<file path="config.mk">
export PLATFORM = sky130hd
export DESIGN_NAME = fwd_scoreboard_flat
export DESIGN_NICKNAME = d
export VERILOG_FILES = /design/src/rtl/fwd_scoreboard_if.sv /design/src/rtl/fwd_scoreboard.sv /design/src/flat_wrapper.sv
export SDC_FILE = /design/constraint.sdc
export NUM_CORES = 1
export LEC_CHECK = 0
export CAP_MARGIN = 0
export CELL_PAD_IN_SITES_DETAIL_PLACEMENT = 0
export CELL_PAD_IN_SITES_GLOBAL_PLACEMENT = 2
export CORE_MARGIN = 1
export CORE_UTILIZATION = 32
export DETAILED_ROUTE_END_ITERATION = 8
export MAX_ROUTING_LAYER = met4
export PLACE_DENSITY_LB_ADDON = 0.1
export SLEW_MARGIN = 20
export SYNTH_ARGS = -nofsm -noshare
export SYNTH_HDL_FRONTEND = slang
export SYNTH_SLANG_ARGS = --single-unit
export TNS_END_PERCENT = 10
</file>
<file path="constraint.sdc">
create_clock -name clk -period 3.1 [get_ports clk]
set_clock_uncertainty 0.1 [all_clocks]
set_input_delay 0.465 -clock clk [delete_from_list [all_inputs] [get_ports clk]]
set_output_delay 0.465 -clock clk [all_outputs]
set_load 0.01 [all_outputs]
</file>
<file path="src/rtl/fwd_scoreboard_if.sv">
// Decode-side bundle for fwd_scoreboard.
// The decoder (master) presents the ID-stage instruction, already collapsed to
// sources / destination / write-enable / load flag, plus the pipeline flush.
// The scoreboard (slave) answers with per-operand forward selects, the
// load-use stall and the saturating stall counter.
//   id_valid     decode slot holds a real instruction
//   id_src       NUM_SRC packed source register numbers
//   id_src_used  per-operand "actually read" flags
//   id_dst       resolved destination register
//   id_dst_we    instruction writes id_dst
//   id_is_load   result comes from memory
//   flush        kill in-flight entries and the decode instruction
//   fwd_sel      per operand: 0 = register file, k = forward from stage k
//   stall        hold PC/IF/ID, bubble into EX
//   stall_count  saturating count of stall cycles
interface fwd_scoreboard_if #(
  parameter int REG_AW  = 5,
  parameter int NUM_SRC = 2,
  parameter int SELW    = 2,
  parameter int CNT_W   = 16
);
  logic                      id_valid;
  logic [NUM_SRC*REG_AW-1:0] id_src;
  logic [NUM_SRC-1:0]        id_src_used;
  logic [REG_AW-1:0]         id_dst;
  logic                      id_dst_we;
  logic                      id_is_load;
  logic                      flush;
  logic [NUM_SRC*SELW-1:0]   fwd_sel;
  logic                      stall;
  logic [CNT_W-1:0]          stall_count;

  modport master (
    output id_valid, id_src, id_src_used, id_dst, id_dst_we, id_is_load, flush,
    input  fwd_sel, stall, stall_count
  );

  modport slave (
    input  id_valid, id_src, id_src_used, id_dst, id_dst_we, id_is_load, flush,
    output fwd_sel, stall, stall_count
  );
endinterface

</file>
<file path="src/rtl/fwd_scoreboard.sv">
// Forwarding scoreboard beside the ID stage.
// Tracks the destination of each instruction in the DEPTH stages after decode
// (stage 1 = EX ... stage DEPTH), and for every decode source operand picks the
// youngest in-flight producer. A producer that is too young to have its result
// (loads before LOAD_READY, ALU ops before ALU_READY) raises a stall, which
// suppresses insertion of the decode instruction so a bubble enters stage 1.
// Ports:
//   clk  rising-edge clock
//   rst  synchronous active-high reset, priority over everything
//   sb   fwd_scoreboard_if.slave (decode inputs, forward/stall outputs)
module fwd_scoreboard #(
  parameter int REG_AW     = 5,
  parameter int NUM_SRC    = 2,
  parameter int DEPTH      = 3,
  parameter int ALU_READY  = 1,
  parameter int LOAD_READY = 2,
  parameter int SELW       = $clog2(DEPTH + 1),
  parameter int CNT_W      = 16
) (
  input  logic           clk,
  input  logic           rst,
  fwd_scoreboard_if.slave sb
);

  logic [DEPTH:1]    v_q;
  logic [DEPTH:1]    ld_q;
  logic [REG_AW-1:0] dst_q [1:DEPTH];
  logic [CNT_W-1:0]  cnt_q, cnt_d;

  logic [NUM_SRC*SELW-1:0] sel_raw;
  logic [NUM_SRC-1:0]      not_ready;
  logic                    stall;
  logic                    v1_d;

  // Scan oldest to youngest so the youngest match is the one left standing.
  always_comb begin
    sel_raw   = '0;
    not_ready = '0;
    for (int i = 0; i < NUM_SRC; i++) begin
      for (int k = DEPTH; k >= 1; k--) begin
        if (v_q[k] && sb.id_src_used[i] &&
            (dst_q[k] == sb.id_src[i*REG_AW +: REG_AW]) &&
            (sb.id_src[i*REG_AW +: REG_AW] != '0)) begin
          sel_raw[i*SELW +: SELW] = SELW'(k);
          not_ready[i]            = ld_q[k] ? (k < LOAD_READY) : (k < ALU_READY);
        end
      end
    end
  end

  assign stall = sb.id_valid & ~sb.flush & (|not_ready);
  assign v1_d  = sb.id_valid & sb.id_dst_we & (sb.id_dst != '0) & ~stall;
  assign cnt_d = (stall && !(&cnt_q)) ? cnt_q + CNT_W'(1) : cnt_q;

  assign sb.fwd_sel     = stall ? '0 : sel_raw;
  assign sb.stall       = stall;
  assign sb.stall_count = cnt_q;

  // Payload fields only matter while the matching valid bit is set, so they
  // shift freely and carry no reset.
  always_ff @(posedge clk) begin
    for (int k = DEPTH; k >= 2; k--) begin
      dst_q[k] <= dst_q[k-1];
      ld_q[k]  <= ld_q[k-1];
    end
    dst_q[1] <= sb.id_dst;
    ld_q[1]  <= sb.id_is_load;

    if (rst) begin
      v_q   <= '0;
      cnt_q <= '0;
    end else begin
      cnt_q <= cnt_d;
      if (sb.flush) begin
        v_q <= '0;
      end else begin
        for (int k = DEPTH; k >= 2; k--) v_q[k] <= v_q[k-1];
        v_q[1] <= v1_d;
      end
    end
  end

endmodule

</file>
<file path="src/flat_wrapper.sv">
// flat-port wrapper written by rule: the top's interface ports become plain ports
module fwd_scoreboard_flat 
#(
  parameter int REG_AW     = 5,
  parameter int NUM_SRC    = 2,
  parameter int DEPTH      = 3,
  parameter int ALU_READY  = 1,
  parameter int LOAD_READY = 2,
  parameter int SELW       = $clog2(DEPTH + 1),
  parameter int CNT_W      = 16
)
  (clk, rst, sb_id_valid, sb_id_src, sb_id_src_used, sb_id_dst, sb_id_dst_we, sb_id_is_load, sb_flush, sb_fwd_sel, sb_stall, sb_stall_count);
  fwd_scoreboard_if #(.REG_AW(REG_AW), .NUM_SRC(NUM_SRC), .SELW(SELW), .CNT_W(CNT_W)) sb_i ();
  input  logic clk;
  input  logic rst;
  input wire logic [$bits(sb_i.id_valid)-1:0] sb_id_valid;
  input wire logic [$bits(sb_i.id_src)-1:0] sb_id_src;
  input wire logic [$bits(sb_i.id_src_used)-1:0] sb_id_src_used;
  input wire logic [$bits(sb_i.id_dst)-1:0] sb_id_dst;
  input wire logic [$bits(sb_i.id_dst_we)-1:0] sb_id_dst_we;
  input wire logic [$bits(sb_i.id_is_load)-1:0] sb_id_is_load;
  input wire logic [$bits(sb_i.flush)-1:0] sb_flush;
  output wire logic [$bits(sb_i.fwd_sel)-1:0] sb_fwd_sel;
  output wire logic [$bits(sb_i.stall)-1:0] sb_stall;
  output wire logic [$bits(sb_i.stall_count)-1:0] sb_stall_count;
  assign sb_i.id_valid = sb_id_valid;
  assign sb_i.id_src = sb_id_src;
  assign sb_i.id_src_used = sb_id_src_used;
  assign sb_i.id_dst = sb_id_dst;
  assign sb_i.id_dst_we = sb_id_dst_we;
  assign sb_i.id_is_load = sb_id_is_load;
  assign sb_i.flush = sb_flush;
  assign sb_fwd_sel = sb_i.fwd_sel;
  assign sb_stall = sb_i.stall;
  assign sb_stall_count = sb_i.stall_count;
  fwd_scoreboard #(.REG_AW(REG_AW), .NUM_SRC(NUM_SRC), .DEPTH(DEPTH), .ALU_READY(ALU_READY), .LOAD_READY(LOAD_READY), .SELW(SELW), .CNT_W(CNT_W)) u_core (.clk(clk), .rst(rst), .sb(sb_i));
endmodule
</file>
Word level (Yosys, flattened, before mapping)
Memories as Yosys holds them, arrays and structs flattened. Index checks and enable logic that the tools add are counted. Widths: inputs -> output; s select.

Add/subtract/negate cells: 1. Equal/unequal tests: 6. Multiplexer cells: 10. Bitwise operators: 7. Reduce and logical (&&, ||, !) cells: 26.

Operator list (count): $eq 5x5->1 (6); $logic_and 1x1->1 (19); $add 16x1->16 const B (1); $reduce_and 16->1 (1); $reduce_bool 5->1 (3); $mux 2 (6); $and 1x1->1 (5); $mux 4 (1); $reduce_or 2->1 (2); $mux 1 (3); $not 1->1 (2); $logic_not 1->1 (1).

Register bits after elaboration: 20. RAM bits: 15. Bits of input ports: 23. Word-level logic and storage cells: 54. Memories kept: 1.

Memories: u_core.dst_q (words 3, bits a word 5, rd ports 3, clocked after memory_dff 0, write ports 3, RTL line fwd_scoreboard.sv:27) `logic [REG_AW-1:0] dst_q [1:DEPTH];`.

Longest topological paths before layout
Depth after elaboration: 8. Depth in mapped cells: 7.

Least setup slack after synthesis
Ideal clock, no wire load.

Path type: input to output. Start point: input port sb_id_src[5]. End point: output port sb_fwd_sel[0]. Arrival time: 1728 ps. Data required time: 2535 ps. Slack: 807 ps. Stages on the path: 5. Path buffers: 0. Path through: or4_1 -> o21ai_2 -> nand4b_4 -> a21oi_4 -> a21oi_1.

Longest elaborated chain between the ends: 7. Elaborated cells between the ends (all ways): 8. Classes of those cells: eq/ne (1); mux (2); bitwise (1); reduce/logical (4).

Ends and longest elaborated chain: start, declared (RTL line flat_wrapper.sv:17) `input wire logic [$bits(sb_i.id_src)-1:0] sb_id_src;`; $eq 5x5->1 (RTL line fwd_scoreboard.sv:42) `(dst_q[k] == sb.id_src[i*REG_AW +: REG_AW]) &&`; $logic_and 1x1->1 (RTL line fwd_scoreboard.sv:41) `if (v_q[k] && sb.id_src_used[i] &&`; $logic_and 1x1->1 * (RTL line fwd_scoreboard.sv:42); $mux 1 * (RTL line fwd_scoreboard.sv:41); $reduce_or 2->1 * (RTL line fwd_scoreboard.sv:51) `assign stall = sb.id_valid & ~sb.flush & (|not_ready);`; $and 1x1->1 * (RTL line fwd_scoreboard.sv:51); net sb_stall (RTL line flat_wrapper.sv:24) `output wire logic [$bits(sb_i.stall)-1:0] sb_stall;`; $mux 4 * (RTL line fwd_scoreboard.sv:55) `assign sb.fwd_sel = stall ? '0 : sel_raw;`; end, declared (RTL line flat_wrapper.sv:23) `output wire logic [$bits(sb_i.fwd_sel)-1:0] sb_fwd_sel;`.

The timed path passes the listed nets; every way through them passes the cells marked *.

Worst setup path in the final report
Start point: input port sb_id_src[0]. End point: output port sb_fwd_sel[1].

Longest elaborated chain between the ends: 7. Elaborated cells between the ends (all ways): 17. Classes of those cells: eq/ne (3); mux (5); bitwise (1); reduce/logical (8).

Ends and longest elaborated chain (RTL line): $eq 5x5->1 (fwd_scoreboard.sv:42); $logic_and 1x1->1 (fwd_scoreboard.sv:41); $logic_and 1x1->1 (fwd_scoreboard.sv:42); $mux 2 / $mux 1 (equally long branches) (fwd_scoreboard.sv:41); $mux 2 / $reduce_or 2->1 (equally long branches) (fwd_scoreboard.sv:41, fwd_scoreboard.sv:51); $mux 2 / $and 1x1->1 (equally long branches) (fwd_scoreboard.sv:41, fwd_scoreboard.sv:51); $mux 4 * (fwd_scoreboard.sv:55).

Mark *: on every way between the ends. The rest lies on a longest branch, timed or not.

==> out/results.ini <==
[pwr]
power_frac_seq_pct = 46.8
pwr-share-clk_pct = 41.9
intPower_mw = 0.785
finalPower_mw = 1.01
ir_drop_v = 0.000186
powerDensity_nw_per_um2 = 396
leakage_nw = 1.00
switchingPower_mw = 0.226
comb_power_share_pct = 11.3
p_sw_share_pct = 22.3

[synth]
syn_area_sq_um = 1780
synth-main-ff-cell = dfxtp_1
synth_cells = 186
ys_ff_latch = 35
yosys-top-cells-area = dfxtp_1 (39%), xnor2_1 (9.8%), xor2_1 (7.9%)
synth_top_cell_area_share_pct = 39.4
synth_edf_count = 0
yosysWarnings = 0
synth_nets = 210
avgSynthCellArea_sq_um = 9.57
seq_area_frac_synth_pct = 39.4
synth_async_sr_flop_share_pct = 0
yosysTopAreaCell = dfxtp_1
ys_types = 41

[detailed_routing]
wl_mm = 4.46
drtAntennaViolNets = 0
first_pass_iters = 4
num_vias = 1568
wl_per_cell_microns = 13.8
drc = 0
drt_iter0_drc = 58
drt-vias-per-instance = 4.85

[clock_tree]
tritoncts = done
cts.sinks = 35
cts_buffers = 5
cts_hold_buf = 0
clk_pin_slew_ns = 0.07
clk_latency_ns = 0.29
clock_path_buffers = 2
cts_max_level = 2
cts_root_buf = clkbuf_8

[global_routing]
grt_start_max_net_pins = 25
grt_first_pass_wirelength_mm = 7.67
antenna_found_initial = 0
grt_pass1_vias = 1588
grt.total_usage_pct = 17.0
grt_overflow_total = 0

[place]
place_inst = 313
io_buffers = 43
gp_congestion = 0.895
placed_cell_area_sq_um = 2410
hpwlAfterDp_mm = 3.44
pre_cts_ws_ns = -0.0884

[critical_path]
required_ns = 2.53
critical_path_class = in2out
crit_fanout = 4
cp-end-kind = primary output
worstPathArrival_ns = 2.54
cp-start-kind = primary input

[die]
initial_utilization_pct = 34.0
dieArea_sq_um = 5870
rows = 26
core_sq_um = 5240
die_w_microns = 76.6
ios = 44
die_h_microns = 76.6

[timing]
fin_crit_ns = 3.11
setup_ws_ns = -0.00970
finalMaxSlewViolations = 0
timing.slew.headroom_pct = 45.2
hold_ws_ns = 0.289
worst_pin_slew_ns = 0.819
setup_tns_ns = -0.00970
period_share_pct = 100
fmax_ghz = 0.322
setup_viol = 1
rsz0062_at_grt = true
finalHoldViolations = 0

[status]
failed_checks = negative setup slack
status = complete, but fails checks

[final_layout]
nets = 276
ff_latch_area_sq_um = 701
fin_area_sq_um = 2550
syn2layout_area_growth_pct = 43.1
fill_cells = 508
post-route-util_pct = 48.7
multi_input_area_sq_um = 1070
n_antenna_cell = 0
drive_gt1_share_pct = 14.6
final_cells = 323

[worst_hold_path]
hold_class = reg2reg

[flow_run]
drv_cap = 0

critical path, stage by stage:
cell             delay (ns)
clkdlybuf4s50_1        0.42
or4_1                  0.54
o21ai_2                0.18
nand4b_4               0.19
o21ai_0                0.11
nor2_1                 0.10
clkdlybuf4s50_1        0.53
kinds of logic after synthesis:
kind of cell,share of synthesized area [%]
buffers and inverters,0.632
xor gates and xnor gates,17.7
AOI/OAI and AO/OA,12.8
DFF,39.4
adders and majority gates,0.703
muxes,3.09
and+or+nand+nor,25.7
synth_stat cells, types with 3 or more instances:
cell      count
o21ai_0       6
nor2b_1       4
nor2_1       25
nand2b_1      3
nand3_1       7
nor3_1        3
dfxtp_1      35
nand4_1       5
nand2_1       8
xnor2_1      20
or4_1         3
a21oi_1       8
nor4_1        3
xor2_1       16
mux2_1        4
routing by layer:
layer  track usage [%]  part of all wire (%)  vias to the layer above
li1                  -                     -                      802
met1              23.1                    52                      713
met2              24.3                    43                       46
met3              3.95                   4.4                        7
met4              6.15                   1.3                        0
met5                 -                     0                        -
path summary, 6_finish.rpt:
path | to | start | slack [ns] | cells after the start
worst min register to register | u_core.dst_q[0][18]$_DFF_P_ | u_core.dst_q[0][13]$_DFF_P_ | 0.29 | 0
worst max-delay path | sb_fwd_sel[1] | sb_id_src[0] | -0.01 | 7
worst min-delay path | u_core.dst_q[0][18]$_DFF_P_ | u_core.dst_q[0][13]$_DFF_P_ | 0.29 | 0
worst max register to register | u_core.sb.stall_count[4]$_SDFFE_PP0P_ | u_core.sb.stall_count[0]$_SDFFE_PP0P_ | 0.80 | 7
sequential cells by signal, indices dropped and copies added, names as in the netlist:
signal                 cells
u_core.dst_q              15
u_core.sb.stall_count     16
u_core.ld_q                1
u_core.v_q                 3
power by group through the flow:
stage                     Sequential (mW)  Combinational [mW]  Clock (mW)
after floorplan                     0.481              0.0531           0
after global placement              0.483               0.113           0
after detailed placement            0.483               0.113           0
after CTS                           0.473               0.114       0.438
after global routing                0.474               0.124       0.456
final                               0.473               0.114       0.424
placed cells by master (no fill, tap or decap), types with 2 or more instances in the layout:
master / count
nand2_1: 8
dfxtp_1: 35
and4_1: 2
nand2b_1: 3
mux2_1: 4
a211oi_1: 2
a31o_1: 2
and3_1: 2
a21oi_1: 8
nor3_1: 3
nor4_1: 2
nand4b_4: 2
nand4_1: 5
xor2_1: 16
dlygate4sd2_1: 3
nor2b_1: 4
o21ai_2: 2
or4_1: 3
buf_4: 18
clkbuf_8: 6
o21ai_0: 6
clkdlybuf4s50_1: 38
nor4_4: 2
nand3_1: 7
nor2_1: 25
nor3b_1: 2
a311oi_1: 2
xnor2_1: 20
a21oi_4: 2
cell type report:
type	count	area share, %
Multi-Input combinational cell	148	42.2
Clock buffer	6	3.24
Inverter	1	0.147
Sequential cell	35	27.5
Clock inverter	2	1.37
Tap cell	70	3.44
Timing Repair Buffer	61	22.1
timing repair:
item | 4_1_cts | 5_1_grt
gates resized for setup | 4 | 3
setup buffers | 0 | 2
pin swaps | 0 | 2
setup endpoints to repair | 5 | 2
Power figures use the tool's default switching activity.
